### config.mk
export PLATFORM = sky130hd
export DESIGN_NAME = video_timing_subsystem_flat
export DESIGN_NICKNAME = d
export VERILOG_FILES = /design/src/rtl/system86_video_pkg.sv /design/src/rtl/video_timing_subsystem_if.sv /design/src/rtl/video_delay_line.sv /design/src/rtl/video_timing_subsystem.sv /design/src/flat_wrapper.sv
export SDC_FILE = /design/constraint.sdc
export NUM_CORES = 1
export LEC_CHECK = 0
export ABC_AREA = 0
export BUFFER_PORTS_ARGS = -buffer_cell sky130_fd_sc_hd__clkbuf_2
export CORE_ASPECT_RATIO = 1.1
export CORE_MARGIN = 4
export CORE_UTILIZATION = 56
export DETAILED_ROUTE_END_ITERATION = 7
export GPL_ROUTABILITY_DRIVEN = 0
export HOLD_SLACK_MARGIN = 0.05
export PLACE_DENSITY_LB_ADDON = 0.2
export SKIP_CTS_REPAIR_TIMING = 1
export SLEW_MARGIN = 20
export SYNTH_ARGS = -nofsm -noshare
export SYNTH_HDL_FRONTEND = slang
export SYNTH_SLANG_ARGS = --single-unit
### constraint.sdc
create_clock -name CLK_6MD -period 3 [get_ports CLK_6MD]
set_input_delay 0.45 -clock CLK_6MD [delete_from_list [all_inputs] [get_ports CLK_6MD]]
set_output_delay 0.45 -clock CLK_6MD [all_outputs]
set_load 0.1 [all_outputs]
### src/rtl/system86_video_pkg.sv
// Shared System86 video timing constants and small decode helpers.
// Used by the raster timing generator and the layer fetch/videogen stages.
package system86_video_pkg;

    localparam int VID_CNT_W = 9;

    // Default System86 raster timing (6.144 MHz pixel clock)
    localparam int unsigned VID_H_TOTAL      = 384;
    localparam int unsigned VID_H_ACTIVE     = 288;
    localparam int unsigned VID_H_SYNC_START = 312;
    localparam int unsigned VID_H_SYNC_WIDTH = 32;
    localparam int unsigned VID_V_TOTAL      = 264;
    localparam int unsigned VID_V_ACTIVE     = 224;
    localparam int unsigned VID_V_SYNC_START = 240;
    localparam int unsigned VID_V_SYNC_WIDTH = 3;

    typedef logic [VID_CNT_W-1:0] vid_cnt_t;

    // True when cnt lies in [lo, lo+len)
    function automatic logic in_win(input vid_cnt_t cnt, input int unsigned lo,
                                    input int unsigned len);
        return (32'(cnt) >= lo) && (32'(cnt) < lo + len);
    endfunction

endpackage

### src/rtl/video_timing_subsystem_if.sv
// Raster timing bundle: enable/flip control in, counts, blanks, syncs and
// the frame interrupt strobe out. master = timing generator, slave = consumer.
interface video_timing_subsystem_if
    import system86_video_pkg::*;
();
    logic     enable;
    logic     FLIP;
    vid_cnt_t HCOUNT;
    vid_cnt_t VCOUNT;
    logic     nHBLANK;
    logic     nVBLANK;
    logic     nBLANK;
    logic     nBLANK_D;
    logic     nHSYNC;
    logic     nVSYNC;
    logic     SYNC;
    logic     VBLANK_IRQ;

    modport master (
        input  enable, FLIP,
        output HCOUNT, VCOUNT, nHBLANK, nVBLANK, nBLANK, nBLANK_D,
               nHSYNC, nVSYNC, SYNC, VBLANK_IRQ
    );

    modport slave (
        output enable, FLIP,
        input  HCOUNT, VCOUNT, nHBLANK, nVBLANK, nBLANK, nBLANK_D,
               nHSYNC, nVSYNC, SYNC, VBLANK_IRQ
    );
endinterface

### src/rtl/video_delay_line.sv
// Enabled shift-register delay line, reset to all-ones (inactive for the
// active-low signals it carries). DEPTH=0 is a plain wire.
module video_delay_line #(
    parameter int WIDTH = 1,
    parameter int DEPTH = 1
) (
    input  logic             clk_i,
    input  logic             rst_ni,
    input  logic             en_i,
    input  logic [WIDTH-1:0] din_i,
    output logic [WIDTH-1:0] dout_o
);

    if (DEPTH == 0) begin : g_bypass
        logic unused_ok;
        assign unused_ok = &{1'b0, clk_i, rst_ni, en_i};
        assign dout_o    = din_i;
    end else begin : g_pipe
        logic [DEPTH-1:0][WIDTH-1:0] stage_q;

        // Shift one stage per enabled clock; stage 0 takes the input
        always_ff @(posedge clk_i or negedge rst_ni) begin
            if (!rst_ni) begin
                stage_q <= '1;
            end else if (en_i) begin
                stage_q[0] <= din_i;
                for (int i = 1; i < DEPTH; i++) stage_q[i] <= stage_q[i-1];
            end
        end

        assign dout_o = stage_q[DEPTH-1];
    end

endmodule

### src/rtl/video_timing_subsystem.sv
// System86 raster timing generator: H/V counters, blanks, syncs, delayed
// nBLANK for the CLUT nCLR and the once-per-frame VBLANK interrupt strobe.
// All outputs are registered from the next-state counters so they line up
// with HCOUNT/VCOUNT in the same cycle.
// Optional: VIDEO_TIMING_FLIP_EN mirrors the active-area counts while the
// frame-latched FLIP is set.
module video_timing_subsystem
    import system86_video_pkg::*;
#(
    parameter int unsigned H_TOTAL      = VID_H_TOTAL,
    parameter int unsigned H_ACTIVE     = VID_H_ACTIVE,
    parameter int unsigned H_SYNC_START = VID_H_SYNC_START,
    parameter int unsigned H_SYNC_WIDTH = VID_H_SYNC_WIDTH,
    parameter int unsigned V_TOTAL      = VID_V_TOTAL,
    parameter int unsigned V_ACTIVE     = VID_V_ACTIVE,
    parameter int unsigned V_SYNC_START = VID_V_SYNC_START,
    parameter int unsigned V_SYNC_WIDTH = VID_V_SYNC_WIDTH,
    parameter int unsigned BLANK_DELAY  = 1
) (
    input logic                      CLK_6MD,
    input logic                      nRESET,
    video_timing_subsystem_if.master vid
);

    localparam int W = VID_CNT_W;

    // Counters are 9 bits wide; anything larger cannot be represented
    if (H_TOTAL > 512 || V_TOTAL > 512) begin : g_bad_total
        $error("H_TOTAL/V_TOTAL must not exceed 512");
    end
    if (H_SYNC_START + H_SYNC_WIDTH > H_TOTAL ||
        V_SYNC_START + V_SYNC_WIDTH > V_TOTAL) begin : g_bad_sync
        $error("sync window exceeds line/frame total");
    end
    if (BLANK_DELAY > 7) begin : g_bad_delay
        $error("BLANK_DELAY must be 0..7");
    end

    localparam vid_cnt_t H_LAST = W'(H_TOTAL - 1);
    localparam vid_cnt_t V_LAST = W'(V_TOTAL - 1);

    vid_cnt_t hcnt_q, hcnt_d, vcnt_q, vcnt_d;
    logic     hblank_n_q, vblank_n_q, blank_n_q, hsync_n_q, vsync_n_q, sync_q, irq_q;
    logic     hblank_n_d, vblank_n_d, hsync_n_d, vsync_n_d, irq_d;
    logic     frame_wrap;

    // Advance values of the counters; only loaded on enabled edges
    always_comb begin
        hcnt_d     = hcnt_q + 1'b1;
        vcnt_d     = vcnt_q;
        frame_wrap = 1'b0;
        if (hcnt_q == H_LAST) begin
            hcnt_d = '0;
            if (vcnt_q == V_LAST) begin
                vcnt_d     = '0;
                frame_wrap = 1'b1;
            end else begin
                vcnt_d = vcnt_q + 1'b1;
            end
        end
    end

    // Decode the next count so registered outputs match the count they sit beside
    always_comb begin
        hblank_n_d = (32'(hcnt_d) < H_ACTIVE);
        vblank_n_d = (32'(vcnt_d) < V_ACTIVE);
        hsync_n_d  = !in_win(hcnt_d, H_SYNC_START, H_SYNC_WIDTH);
        vsync_n_d  = !in_win(vcnt_d, V_SYNC_START, V_SYNC_WIDTH);
        irq_d      = (hcnt_d == '0) && (32'(vcnt_d) == V_ACTIVE);
    end

    // Counter and decoded output registers; everything holds while enable is low
    always_ff @(posedge CLK_6MD or negedge nRESET) begin
        if (!nRESET) begin
            hcnt_q     <= '0;
            vcnt_q     <= '0;
            hblank_n_q <= 1'b1;
            vblank_n_q <= 1'b1;
            blank_n_q  <= 1'b1;
            hsync_n_q  <= 1'b1;
            vsync_n_q  <= 1'b1;
            sync_q     <= 1'b1;
            irq_q      <= 1'b0;
        end else if (vid.enable) begin
            hcnt_q     <= hcnt_d;
            vcnt_q     <= vcnt_d;
            hblank_n_q <= hblank_n_d;
            vblank_n_q <= vblank_n_d;
            blank_n_q  <= hblank_n_d & vblank_n_d;
            hsync_n_q  <= hsync_n_d;
            vsync_n_q  <= vsync_n_d;
            sync_q     <= hsync_n_d & vsync_n_d;
            irq_q      <= irq_d;
        end
    end

`ifdef VIDEO_TIMING_FLIP_EN
    localparam vid_cnt_t H_ACT_LAST = W'(H_ACTIVE - 1);
    localparam vid_cnt_t V_ACT_LAST = W'(V_ACTIVE - 1);

    logic     flip_q, flip_d;
    vid_cnt_t hout_q, hout_d, vout_q, vout_d;

    // FLIP only takes effect from a frame boundary; mirror inside the active area
    always_comb begin
        flip_d = frame_wrap ? vid.FLIP : flip_q;
        hout_d = hcnt_d;
        vout_d = vcnt_d;
        if (flip_d && hblank_n_d && vblank_n_d) begin
            hout_d = H_ACT_LAST - hcnt_d;
            vout_d = V_ACT_LAST - vcnt_d;
        end
    end

    // Latched flip state and mirrored count outputs
    always_ff @(posedge CLK_6MD or negedge nRESET) begin
        if (!nRESET) begin
            flip_q <= 1'b0;
            hout_q <= '0;
            vout_q <= '0;
        end else if (vid.enable) begin
            flip_q <= flip_d;
            hout_q <= hout_d;
            vout_q <= vout_d;
        end
    end

    assign vid.HCOUNT = hout_q;
    assign vid.VCOUNT = vout_q;
`else
    logic unused_ok;
    assign unused_ok  = &{1'b0, vid.FLIP, frame_wrap};
    assign vid.HCOUNT = hcnt_q;
    assign vid.VCOUNT = vcnt_q;
`endif

    assign vid.nHBLANK    = hblank_n_q;
    assign vid.nVBLANK    = vblank_n_q;
    assign vid.nBLANK     = blank_n_q;
    assign vid.nHSYNC     = hsync_n_q;
    assign vid.nVSYNC     = vsync_n_q;
    assign vid.SYNC       = sync_q;
    assign vid.VBLANK_IRQ = irq_q;

    video_delay_line #(
        .WIDTH (1),
        .DEPTH (int'(BLANK_DELAY))
    ) u_blank_dly (
        .clk_i  (CLK_6MD),
        .rst_ni (nRESET),
        .en_i   (vid.enable),
        .din_i  (blank_n_q),
        .dout_o (vid.nBLANK_D)
    );

endmodule

### src/flat_wrapper.sv
// flat-port wrapper written by rule: the top's interface ports become plain ports
module video_timing_subsystem_flat import system86_video_pkg::*;
#(
    parameter int unsigned H_TOTAL      = VID_H_TOTAL,
    parameter int unsigned H_ACTIVE     = VID_H_ACTIVE,
    parameter int unsigned H_SYNC_START = VID_H_SYNC_START,
    parameter int unsigned H_SYNC_WIDTH = VID_H_SYNC_WIDTH,
    parameter int unsigned V_TOTAL      = VID_V_TOTAL,
    parameter int unsigned V_ACTIVE     = VID_V_ACTIVE,
    parameter int unsigned V_SYNC_START = VID_V_SYNC_START,
    parameter int unsigned V_SYNC_WIDTH = VID_V_SYNC_WIDTH,
    parameter int unsigned BLANK_DELAY  = 1
)
  (CLK_6MD, nRESET, vid_enable, vid_FLIP, vid_HCOUNT, vid_VCOUNT, vid_nHBLANK, vid_nVBLANK, vid_nBLANK, vid_nBLANK_D, vid_nHSYNC, vid_nVSYNC, vid_SYNC, vid_VBLANK_IRQ);
  video_timing_subsystem_if vid_i ();
  input logic CLK_6MD;
  input logic nRESET;
  input wire logic [$bits(vid_i.enable)-1:0] vid_enable;
  input wire logic [$bits(vid_i.FLIP)-1:0] vid_FLIP;
  output wire logic [$bits(vid_i.HCOUNT)-1:0] vid_HCOUNT;
  output wire logic [$bits(vid_i.VCOUNT)-1:0] vid_VCOUNT;
  output wire logic [$bits(vid_i.nHBLANK)-1:0] vid_nHBLANK;
  output wire logic [$bits(vid_i.nVBLANK)-1:0] vid_nVBLANK;
  output wire logic [$bits(vid_i.nBLANK)-1:0] vid_nBLANK;
  output wire logic [$bits(vid_i.nBLANK_D)-1:0] vid_nBLANK_D;
  output wire logic [$bits(vid_i.nHSYNC)-1:0] vid_nHSYNC;
  output wire logic [$bits(vid_i.nVSYNC)-1:0] vid_nVSYNC;
  output wire logic [$bits(vid_i.SYNC)-1:0] vid_SYNC;
  output wire logic [$bits(vid_i.VBLANK_IRQ)-1:0] vid_VBLANK_IRQ;
  assign vid_i.enable = vid_enable;
  assign vid_i.FLIP = vid_FLIP;
  assign vid_HCOUNT = vid_i.HCOUNT;
  assign vid_VCOUNT = vid_i.VCOUNT;
  assign vid_nHBLANK = vid_i.nHBLANK;
  assign vid_nVBLANK = vid_i.nVBLANK;
  assign vid_nBLANK = vid_i.nBLANK;
  assign vid_nBLANK_D = vid_i.nBLANK_D;
  assign vid_nHSYNC = vid_i.nHSYNC;
  assign vid_nVSYNC = vid_i.nVSYNC;
  assign vid_SYNC = vid_i.SYNC;
  assign vid_VBLANK_IRQ = vid_i.VBLANK_IRQ;
  video_timing_subsystem #(.H_TOTAL(H_TOTAL), .H_ACTIVE(H_ACTIVE), .H_SYNC_START(H_SYNC_START), .H_SYNC_WIDTH(H_SYNC_WIDTH), .V_TOTAL(V_TOTAL), .V_ACTIVE(V_ACTIVE), .V_SYNC_START(V_SYNC_START), .V_SYNC_WIDTH(V_SYNC_WIDTH), .BLANK_DELAY(BLANK_DELAY)) u_core (.CLK_6MD(CLK_6MD), .nRESET(nRESET), .vid(vid_i));
endmodule
* Word level (Yosys, flattened, before mapping) *
Index checks and enable logic that the tools add are counted.

storage, ports and cells
  bits in registers = 26
  bits in latches = 0
  bits in writable memories = 0
  bits in read-only memories = 0
  output and inout bits = 26
  logic and storage cells = 32
  memories = 0

operators by class
  add/sub/neg operators = 2
  $mul = 0
  div/mod/pow operators = 0
  order comparisons = 6
  equality and inequality tests = 3
  shifts and indexed selects = 0
  muxes and demuxes = 3
  bitwise operators = 2
  reduce and logical (&&, ||, !) cells = 6

operators by type and width
  operator                                                                              count
  9-bit two-way mux                                                                     3
  9-bit by 1-bit adder with 9-bit output (second input constant)                        2
  9-bit == test (second input constant)                                                 2
  9-bit by 8-bit < comparator with 1-bit output (second input constant)                 2
  9-bit < comparator (second input constant)                                            2
  9-bit by 8-bit == test with 1-bit output (second input constant)                      1
  9-bit by 8-bit greater-or-equal comparator with 1-bit output (second input constant)  1
  9-bit greater-or-equal comparator (second input constant)                             1
  9-bit logical NOT                                                                     1
  1-bit logical AND                                                                     3
  1-bit bitwise AND                                                                     2
  1-bit logical NOT                                                                     2

* Logic depth before layout (Yosys ltp) *
Gate-level depths: netlist of the first run.

  word-level depth = 7
  gate-level depth with buffers = 9
  gate-level depth less buffers = 7

* Modules after synthesis *
A second synthesis of the first run with hierarchy kept.

second synthesis, totals
  cells, all modules = 184
  area total of the unflattened synthesis = 1671.6 um2

by module, submodules not included
  module                  times used  cells each  area each (um2)
  video_timing_subsystem  1           182         1630.3
  video_delay_line        1           2           41.3

* Worst setup path after synthesis of the first run *
No wires, ideal clock.

  path type = register to register
  start = reg u_core.hcnt_q[0], in the netlist u_core.vid.HCOUNT[0]
  end = reg u_core.vcnt_q[8], in the netlist u_core.vid.VCOUNT[8]
  arrival time = 2.753 ns
  data required time = 2.874 ns
  path slack = 0.121 ns
  cell stages (with the launch flop) = 9
  buffers on the path = 1
  clock period less this slack = 2.879 ns
  cell sequence = dfrtp_1 ha_1 nand3_2 or3_4 buf_6 nor2_2 xnor2_1 a41oi_1 mux2_2

on the way
  cells in the longest elaborated chain, start to end = 2

ends and longest elaborated chain
  element                   RTL line                      text
  start: declaration        video_timing_subsystem.sv:42  vid_cnt_t hcnt_q, hcnt_d, vcnt_q, vcnt_d;
  start signal: assignment  video_timing_subsystem.sv:85  hcnt_q <= hcnt_d;
  9-bit == test             video_timing_subsystem.sv:52  if (hcnt_q == H_LAST) begin
  9-bit two-way mux         video_timing_subsystem.sv:52
  end signal: assignment    video_timing_subsystem.sv:86  vcnt_q <= vcnt_d;
  end: declaration          video_timing_subsystem.sv:42

Every way passes these cells.
A chain may end at the register's enable or synchronous reset.

* Worst setup path in the final report of the first run *
  start = reg u_core.hcnt_q[0], in the netlist u_core.vid.HCOUNT[0]
  end = reg u_core.irq_q, in the netlist u_core.vid.VBLANK_IRQ

on the way
  cells in the longest elaborated chain, start to end = 4
  elaborated cells on any way between the ends = 7
  classes of those cells = add/sub (1); eq/ne (2); mux (2); reduce/logical (2)

ends and longest elaborated chain
  element                                                                               RTL line                                                    text
  9-bit by 1-bit adder with 9-bit output / 9-bit == test (equally long branches)        video_timing_subsystem.sv:49, video_timing_subsystem.sv:52
  9-bit two-way mux                                                                     video_timing_subsystem.sv:52
  9-bit logical NOT / 9-bit by 8-bit == test with 1-bit output (equally long branches)  video_timing_subsystem.sv:69                                irq_d = (hcnt_d == '0) && (32'(vcnt_d) == V_ACTIVE);
  1-bit logical AND *                                                                   video_timing_subsystem.sv:69
  end signal: assignment                                                                video_timing_subsystem.sv:93                                irq_q <= irq_d;
  end: declaration                                                                      video_timing_subsystem.sv:43                                logic hblank_n_q, vblank_n_q, blank_n_q, hsync_n_q, vsync_n_q, sync_q, irq_q;

Every way passes the cells marked *; elsewhere a longest branch is shown, timed or not.

==> flow_metrics.env, run 1 <==
export IMPL_status="complete, no violations"
export IMPL_start_util=0.583
export IMPL_cts_htree_levels=1
export IMPL_areaGrowthSynthToFinish_pct=8.25
export IMPL_dieWidth_um=61.7
export IMPL_total_power_mw=1.34
export IMPL_cts_tree="built"
export IMPL_synth_area_leaders="dfrtp_1 (27%), dfstp_2 (10%), o21ai_0 (4.2%)"
export IMPL_synth_top_flop_cell="dfrtp_1"
export IMPL_routed_wl_um=4180
export IMPL_worstPathArrival_ps=2690
export IMPL_p_leak_nw=0.800
export IMPL_synth_cell_types=53
export IMPL_setup_viol=0
export IMPL_dp_hpwl_um=3000
export IMPL_syn_cell_area_mm2=0.00178
export IMPL_synth_edff_count=0
export IMPL_clock_skew_final_ps=3.03
export IMPL_tightest_slew_ps=659
export IMPL_postRouteAntennaNets=0
export IMPL_drv_slew=0
export IMPL_clockBufferDepth=2
export IMPL_firstDrtPassIters=4
export IMPL_post_drt_wl_per_cell_um=16.4
export IMPL_cts_buffers_inserted=3
export IMPL_syn_inst=205
export IMPL_hold_viol_final=0
export IMPL_num_nets_final=228
export IMPL_grt_max_degree=27
export IMPL_antenna_found_initial=0
export IMPL_synth_top_cell_area_share=0.268
export IMPL_min_period_ps=2410
export IMPL_cts_sinks=26
export IMPL_fin_util=0.631
export IMPL_path_clk_slew_ps=150
export IMPL_rows=21
export IMPL_die_height_um=67.1
export IMPL_ctsRootBufferMaster="clkbuf_4"
export IMPL_route_detailed_drc=0
export IMPL_rsz0062_at_grt="false"
export IMPL_fin_setup_tns_ps=0
export IMPL_hold_path_class="primary input to async pin"
export IMPL_numPortBuffers=28
export IMPL_startpoint_type="flop"
export IMPL_ios=30
export IMPL_grt_pass1_vias=1575
export IMPL_drive_gt1_frac=0.226
export IMPL_viasPerCell=6.49
export IMPL_fmax_mhz=415
export IMPL_core_mm2=0.00305
export IMPL_die_area_mm2=0.00414
export IMPL_vias=1656
export IMPL_yosys_area_top_type="dfrtp_1"
export IMPL_crit_path_end_kind="flop"
export IMPL_powerDensity_mw_per_mm2=695
export IMPL_vdd_drop_max_uv=493
export IMPL_design_area_mm2=0.00192
export IMPL_dpl_cell_area_mm2=0.00187
export IMPL_first_iter_violations=132
export IMPL_critPathKind="flop to flop"
export IMPL_max_slew_margin=0.561
export IMPL_period_share=0.803
export IMPL_ys_warn_count=0
export IMPL_worstPathRequired_ps=3280
export IMPL_syn_avg_cell_area_um2=8.66
export IMPL_syn_nets=211
export IMPL_synthArstFlopShare=1.00
export IMPL_clock_latency_ps=330
export IMPL_grt_pass1_wl_um=7130
export IMPL_ys_ff_latch=26
export IMPL_grt_use_total=0.226
export IMPL_path_max_fanout=12
export IMPL_grt_overflow=0
export IMPL_cap_viol_max_count=0
export IMPL_antennaDiodeCount=0
export IMPL_synth_common_cells="dfrtp_1 (19), nand2_1 (19), nor2_1 (17)"
export IMPL_yosysSeqAreaShare=0.371
[layout make-up]
type	count	area, um^2
clock buffer	3	22.5
multi-input combinational	158	1010
tap	34	42.5
clock inverter	1	30.0
inverter	5	18.8
timing repair buffer	28	140
sequential	26	659
fill	282	1130
[placed cells by master (no fill, tap or decap), types with 2 or more instances in the layout]
cell,n
xnor2_1,8
a21oi_1,11
nand3_1,8
a31oi_1,4
ha_1,2
nor2_1,17
mux2_2,3
o31ai_1,2
nor2b_1,3
nand2_1,19
nor3_1,8
xor2_1,6
o21ai_0,15
and4_1,2
o2bb2ai_1,3
dfstp_2,7
clkbuf_4,3
clkbuf_2,28
inv_1,5
or4_1,2
nand3_2,2
and2_1,3
nor4_1,5
and3_1,3
nand4_1,3
mux2i_1,2
a2bb2oi_1,2
nand3b_1,2
o211ai_1,2
dfrtp_1,19
[where the power goes]
group          internal, mW  total, mW  switching, mW
combinational         0.134      0.582          0.448
clock                 0.135      0.247          0.112
sequential            0.392      0.507          0.115
[worst paths after layout]
path / start / to / slack, ps / cells past startpoint
max: u_core.vid.HCOUNT[0] / u_core.vid.VBLANK_IRQ / 590 / 7
min: nRESET / u_core.vid.HCOUNT[8] / 120 / 1
max reg2reg: u_core.vid.HCOUNT[0] / u_core.vid.VBLANK_IRQ / 590 / 7
min reg2reg: u_core.vid.nHBLANK / u_core.vid.nHBLANK / 490 / 2
max in group asynchronous: nRESET / u_core.vid.VCOUNT[5] / 2460 / 1
min in group CLK_6MD: u_core.vid.nHBLANK / u_core.vid.nHBLANK / 490 / 2
[per-layer routing]
metal,vias up,global-route usage,part of all wire
li1,787,-,-
met1,794,0.291,0.42
met2,69,0.384,0.51
met3,6,0.0233,0.057
met4,0,0.0769,0.011
met5,-,0,0
[cell families (layout without fill, tap and decap cells)]
logic type      after synthesis  in the layout  synth area share
compound gates               49             49             0.175
fa+ha+maj                     2              2            0.0141
simple gates                 88             88             0.280
flops                        26             26             0.371
mux                           5              5            0.0303
xor+xnor                     14             14            0.0691
buf+inv                      21             37            0.0606
[metrics by stage]
| stage | hold slack (ps) | worst slack [ps] | cells |
|---|---|---|---|
| final | 116 | 590 | 255 |
| after global routing | 120 | 392 | 255 |
| after CTS | 133 | 594 | 255 |
| after detailed placement | 478 | 638 | 251 |
| after global placement | 463 | 684 | 251 |
| after floorplan | 154 | 121 | 205 |
[registers in the layout, summed over array words and instances (netlist names)]
name	flops
u_core.vid.SYNC	1
u_core.vid.VCOUNT	9
u_core.vid.nVBLANK	1
u_core.vid.VBLANK_IRQ	1
u_core.vid.nBLANK	1
u_core.vid.nHSYNC	1
u_core.u_blank_dly.dout_o	1
u_core.vid.HCOUNT	9
u_core.vid.nHBLANK	1
u_core.vid.nVSYNC	1
[critical path, stage by stage, from the launching register on]
cell and delay, ps:
dfrtp_1 510, ha_1 340, nand3_2 230, or3_4 530, a21oi_1 140, o21ai_0 140
nor3_2 280, a32o_1 200
Power figures use the tool's default switching activity.
==> run 2, diff against run 1 <==
--- a/config.mk
+++ b/config.mk
@@ -5,11 +5,11 @@
 export SDC_FILE = /design/constraint.sdc
 export NUM_CORES = 1
 export LEC_CHECK = 0
-export ABC_AREA = 0
+export ABC_AREA = 1
 export BUFFER_PORTS_ARGS = -buffer_cell sky130_fd_sc_hd__clkbuf_2
 export CORE_ASPECT_RATIO = 1.1
 export CORE_MARGIN = 4
-export CORE_UTILIZATION = 56
+export CORE_UTILIZATION = 55
 export DETAILED_ROUTE_END_ITERATION = 7
 export GPL_ROUTABILITY_DRIVEN = 0
 export HOLD_SLACK_MARGIN = 0.05
==> constraint.sdc (replaced) <==
create_clock -name CLK_6MD -period 2.4 [get_ports CLK_6MD]
set_input_delay 0.36 -clock CLK_6MD [delete_from_list [all_inputs] [get_ports CLK_6MD]]
set_output_delay 0.36 -clock CLK_6MD [all_outputs]
set_load 0.1 [all_outputs]
==> run 2 against run 1 <==
  * Critical path type unchanged
  * Combinational power increased by 110%
  * Final area increased by 0.13%
  * Sequential share of layout area increased by 0.085 points
==> flow_metrics.env, run 2 <==
export IMPL_path_max_fanout=22
export IMPL_startpoint_type="flop"
export IMPL_cts_buffers_inserted=3
export IMPL_synth_cell_types=25
export IMPL_total_power_mw=2.18
export IMPL_numPortBuffers=28
export IMPL_use_met2=0.328
export IMPL_ctsRootBufferMaster="clkbuf_4"
export IMPL_areaGrowthSynthToFinish_pct=12.2
export IMPL_num_nets_final=294
export IMPL_syn_nets=267
export IMPL_status="complete, no violations"
export IMPL_fin_util=0.637
export IMPL_synth_top_cell_area_share=0.277
export IMPL_tightest_slew_ps=636
export IMPL_yosys_area_top_type="dfrtp_1"
export IMPL_use_met3=0.0233
export IMPL_period_share=0.830
export IMPL_ys_warn_count=0
export IMPL_setup_ws_ps=408
export IMPL_fin_setup_tns_ps=0
export IMPL_synth_edff_count=0
export IMPL_grt_overflow=0
export IMPL_cts_htree_levels=1
export IMPL_dp_slack_ps=420
export IMPL_synth_top_flop_cell="dfrtp_1"
export IMPL_antennaDiodeCount=0
export IMPL_grt_max_degree=27
export IMPL_clock_latency_ps=330
export IMPL_grt_use_met1=0.269
export IMPL_rows=21
export IMPL_layout_common_cells="nand2_1 (103), clkbuf_2 (28), nor2_1 (26), inv_1 (23), nand3_1 (20)"
export IMPL_cts_sinks=26
export IMPL_yosysSeqAreaShare=0.384
export IMPL_max_slew_margin=0.576
export IMPL_dieWidth_um=61.3
export IMPL_powerDensity_mw_per_mm2=1140
export IMPL_postRouteAntennaNets=0
export IMPL_setup_viol=0
export IMPL_dp_hpwl_um=2780
export IMPL_fmax_mhz=502
export IMPL_first_iter_violations=90
export IMPL_p_leak_nw=1.04
export IMPL_grt_pass1_vias=1442
export IMPL_hold_path_class="primary input to async pin"
export IMPL_antenna_found_initial=0
export IMPL_worstPathArrival_ps=2270
export IMPL_seq_area_um2=662
export IMPL_rsz0062_at_grt="false"
export IMPL_viasPerCell=5.09
export IMPL_path_clk_slew_ps=150
export IMPL_core_mm2=0.00302
export IMPL_routed_wl_um=3700
export IMPL_cap_viol_max_count=0
export IMPL_route_detailed_drc=0
export IMPL_instances_no_fill=321
export IMPL_cts_tree="built"
export IMPL_synthArstFlopShare=1.00
export IMPL_synth_common_cells="nand2_1 (103), nor2_1 (26), inv_1 (23)"
export IMPL_grt_pass1_wl_um=6310
export IMPL_dp_cells=317
export IMPL_busiest_layer="met2"
export IMPL_syn_inst=261
export IMPL_multi_input_area_um2=900
export IMPL_die_height_um=66.6
export IMPL_grt_use_total=0.202
export IMPL_clock_skew_final_ps=12.3
export IMPL_vias=1635
export IMPL_fillers=276
export IMPL_post_drt_wl_per_cell_um=11.5
export IMPL_ys_ff_latch=26
export IMPL_start_util=0.568
export IMPL_clockBufferDepth=2
export IMPL_firstDrtPassIters=6
export IMPL_crit_path_end_kind="flop"
export IMPL_synth_area_leaders="dfrtp_1 (28%), nand2_1 (23%), dfstp_2 (11%)"
export IMPL_min_period_ps=1990
export IMPL_hold_viol_final=0
export IMPL_vdd_drop_max_uv=1040
export IMPL_drive_gt1_frac=0.220
export IMPL_drv_slew=0
export IMPL_ios=30
export IMPL_syn_avg_cell_area_um2=6.57
export IMPL_syn_cell_area_mm2=0.00172
export IMPL_final_common_cell="nand2_1"
export IMPL_die_area_mm2=0.00408
export IMPL_yosysMostFrequentCell="nand2_1"
export IMPL_worstPathRequired_ps=2680
export IMPL_critPathKind="flop to flop"
-- run 2: cell count changes in the layout (fill, tap and decap cells not counted), moves of 4 or more --
cell,before,now
a21oi_1,11,2
nand2_1,19,103
nor4_1,5,0
inv_1,5,23
nor2_2,1,5
inv_2,0,7
nand3_1,8,20
xor2_1,6,2
nor3_1,8,0
nor2_1,17,26
nand2_2,0,5
xnor2_1,8,0
-- run 2: area by class of cell --
cell class              instances  share of cell area
flip-flops and latches         26               0.344
multi-input cells             196               0.467
clock inverters                 1              0.0156
clock buffers                   3              0.0117
inverters                      32              0.0624
repair buffers                 29              0.0767
well taps                      34              0.0221
-- run 2: power breakdown --
| group | internal [mW] | leakage, nW | switching (mW) |
|---|---|---|---|
| logic | 0.203 | 0.702 | 0.992 |
| clock network | 0.169 | 0.0279 | 0.134 |
| registers | 0.549 | 0.313 | 0.137 |
| total | 0.921 | 1.04 | 1.26 |
-- run 2: routing by layer --
metal	wire, um	up-vias
met4	59	0
li1	-	872
met3	99	8
met1	1720	732
met5	0	-
met2	1820	23
-- run 2: kinds of logic after synthesis --
group,Yosys count,share of synthesized area
DFF,26,0.384
buffers and inverters,39,0.0912
xor gates and xnor gates,2,0.0102
adders and majority gates,2,0.0146
AOI/OAI and AO/OA,23,0.0722
and+or+nand+nor,169,0.427
-- run 2: path summary, 6_finish.rpt --
check                                          start  depth (start not counted)  slack, ps                         to
max                             u_core.vid.HCOUNT[0]                         12        410            u_core.vid.SYNC
min                                           nRESET                          1         20       u_core.vid.VCOUNT[6]
max reg2reg                     u_core.vid.HCOUNT[0]                         12        410            u_core.vid.SYNC
min reg2reg                u_core.u_blank_dly.dout_o                          2        480  u_core.u_blank_dly.dout_o
max in group asynchronous                     nRESET                          1       1940       u_core.vid.HCOUNT[1]
min in group CLK_6MD                      vid_enable                          3        390  u_core.u_blank_dly.dout_o
-- run 2: per-stage QoR --
step | hold slack, ps | area (um^2)
after floorplan | 64.4 | 1720
after global placement | 413 | 1870
after detailed placement | 412 | 1870
after CTS | 37.7 | 1920
after global routing | 55.7 | 1920
final | 17.4 | 1920
-- run 2: worst max-delay path, cell delays in order, from the launching register on --
cell and delay [ps]:
dfrtp_2 440, ha_1 220, nand3_2 120, inv_2 120
nand3_4 230, inv_1 190, nand2_1 70, nand2_1 110
nand3_1 80, nor2_1 130, nand2_1 100, nand2_1 80
nand2_1 50
==> run 3, diff against run 2 <==
--- a/config.mk
+++ b/config.mk
@@ -9,7 +9,7 @@
 export BUFFER_PORTS_ARGS = -buffer_cell sky130_fd_sc_hd__clkbuf_2
 export CORE_ASPECT_RATIO = 1.1
 export CORE_MARGIN = 4
-export CORE_UTILIZATION = 55
+export CORE_UTILIZATION = 50
 export DETAILED_ROUTE_END_ITERATION = 7
 export GPL_ROUTABILITY_DRIVEN = 0
 export HOLD_SLACK_MARGIN = 0.05
==> constraint.sdc (replaced) <==
create_clock -name CLK_6MD -period 1.8 [get_ports CLK_6MD]
set_input_delay 0.27 -clock CLK_6MD [delete_from_list [all_inputs] [get_ports CLK_6MD]]
set_output_delay 0.27 -clock CLK_6MD [all_outputs]
set_load 0.1 [all_outputs]
==> run 3 against run 2 <==
  * Die area grew 8.7%
  * Worst hold slack improved by 280 ps
  * Core utilization rose by 2.8 points
  * Sequential share of layout area fell by 3.1 points
  * Routed wire length is 16% higher
  * First-iteration DRC count grew 17%
==> flow_metrics.env, run 3 (same netlist as run 2, synthesis figures left out) <==
export IMPL_cts_buffers_inserted=3
export IMPL_holdWs_ps=296
export IMPL_postRouteAntennaNets=0
export IMPL_worst_path_buf_inv=3
export IMPL_rows=22
export IMPL_hold_viol_final=0
export IMPL_antenna_found_initial=0
export IMPL_multi_input_area_um2=988
export IMPL_grt_pass1_wl_um=6780
export IMPL_clock_skew_final_ps=13.7
export IMPL_grt_overflow=0
export IMPL_vdd_drop_max_uv=1190
export IMPL_p_leak_nw=1.12
export IMPL_worstPathRequired_ps=2090
export IMPL_first_iter_violations=105
export IMPL_status="complete, no violations"
export IMPL_post_drt_wl_per_cell_um=12.1
export IMPL_drv_slew=0
export IMPL_fillers=311
export IMPL_cap_viol_max_count=0
export IMPL_clockBufferDepth=2
export IMPL_critPathKind="flop to flop"
export IMPL_startpoint_type="flop"
export IMPL_dp_hpwl_um=2980
export IMPL_hold_path_class="primary input to flop"
export IMPL_path_clk_slew_ps=150
export IMPL_vias=1789
export IMPL_ios=30
export IMPL_viasPerCell=5.05
export IMPL_path_delay_family="simple AND/OR/NAND/NOR gates"
export IMPL_ctsRootBufferMaster="clkbuf_4"
export IMPL_max_slew_margin=0.572
export IMPL_crit_chain="ha_4 -> nand3_4 -> inv_4 -> nand3_2 -> buf_4 -> nand2_1 -> nand2_1 -> inv_1 -> nand3_2 -> nor2_1 -> nand2_1 -> nand2_1 -> nand2_1"
export IMPL_die_area_mm2=0.00443
export IMPL_rsz0062_at_grt="true"
export IMPL_dieWidth_um=63.8
export IMPL_cts_tree="built"
export IMPL_grt_use_total=0.187
export IMPL_numPortBuffers=28
export IMPL_setup_viol=0
export IMPL_powerDensity_mw_per_mm2=1390
export IMPL_cts_sinks=26
export IMPL_fin_setup_tns_ps=0
export IMPL_min_period_ps=1780
export IMPL_worstPathArrival_ps=2070
export IMPL_route_detailed_drc=0
export IMPL_final_common_cell="nand2_1"
export IMPL_fmax_mhz=562
export IMPL_antennaDiodeCount=0
export IMPL_grt_max_degree=27
export IMPL_clock_latency_ps=340
export IMPL_drive_gt1_frac=0.369
export IMPL_firstDrtPassIters=4
export IMPL_seq_area_um2=692
export IMPL_tightest_slew_ps=642
export IMPL_critPathMaxStageDelay_ps=460
export IMPL_core_mm2=0.00333
export IMPL_num_nets_final=313
export IMPL_period_share=0.989
export IMPL_start_util=0.515
export IMPL_areaGrowthSynthToFinish_pct=29.0
export IMPL_routed_wl_um=4300
export IMPL_path_max_fanout=5
export IMPL_layout_common_cells="nand2_1 (96), clkbuf_2 (28), inv_1 (23), nor2_1 (21), nand3_1 (18)"
export IMPL_cts_htree_levels=1
export IMPL_die_height_um=69.4
export IMPL_crit_path_end_kind="flop"
export IMPL_grt_pass1_vias=1549
export IMPL_path_common_cell="nand2_1"
export IMPL_slowest_stage="dfrtp_4"
==> run 3: cell types whose count changed in the layout (fill, tap and decap cells not counted), moves of 3 or more <==
| cell | delta |
|---|---|
| buf_4 | +16 |
| dfrtp_1 | -16 |
| dfrtp_2 | +12 |
| dfrtp_4 | +4 |
| nand2_1 | -7 |
| nand2_2 | +7 |
| nor2_1 | -5 |
| nor2_4 | +3 |
==> run 3: final cells by class <==
type	instances	area share
clock buffers	3	0.0102
clock inverters	1	0.0136
inverters	32	0.0554
multi-input cells	197	0.447
flip-flops and latches	26	0.313
well taps	48	0.0271
repair buffers	47	0.135
==> run 3: power by group <==
part / switching [mW] / internal, mW / leakage, nW
Sequential: 0.173 / 0.758 / 0.292
Combinational: 1.40 / 0.346 / 0.799
Clock: 0.184 / 0.226 / 0.0279
Total: 1.75 / 1.33 / 1.12
==> run 3: path summary, 6_finish.rpt <==
| check | from | endpoint | slack (ps) | depth (start not counted) |
|---|---|---|---|---|
| setup / recovery | u_core.vid.HCOUNT[0] | u_core.vid.SYNC | 20 | 13 |
| hold / removal | vid_enable | u_core.vid.nHBLANK | 300 | 3 |
| setup reg to reg | u_core.vid.HCOUNT[0] | u_core.vid.SYNC | 20 | 13 |
| hold reg to reg | u_core.u_blank_dly.dout_o | u_core.u_blank_dly.dout_o | 480 | 2 |
| max in group asynchronous | nRESET | u_core.vid.VCOUNT[1] | 840 | 2 |
| min in group asynchronous | nRESET | u_core.vid.HCOUNT[8] | 470 | 2 |
==> run 3: per-layer routing <==
layer  routed length, um  global-route usage  up-vias  share of wire
li1                    -                   -      909              -
met2                2190               0.333       63           0.51
met5                   0                   0        -              0
met1                1770               0.228      806           0.41
met4                  82              0.0576        0          0.019
met3                 244              0.0276       11          0.057
==> run 3: metrics by stage <==
| stage | util | area [um^2] | cells | setup WS [ps] | power (mW) |
|---|---|---|---|---|---|
| global placement | 0.601 | 2000 | 339 | 28.7 | 2.61 |
| floorplan | - | 1780 | 261 | -38.4 | 2.31 |
| detailed placement | 0.601 | 2000 | 339 | -2.88 | 2.62 |
| global route | 0.665 | 2210 | 354 | -49.3 | 3.26 |
| finish | 0.665 | 2210 | 354 | 20.3 | 3.08 |
| CTS | 0.617 | 2050 | 343 | -28.0 | 3.03 |
==> run 3: worst reg2reg max path: stages, from the launching register on <==
cell and delay [ps]:
dfrtp_4 460, ha_4 150, nand3_4 80, inv_4 90, nand3_2 140, buf_4 170, nand2_1 50, nand2_1 50
inv_1 110, nand3_2 80, nor2_1 120, nand2_1 100, nand2_1 80, nand2_1 50
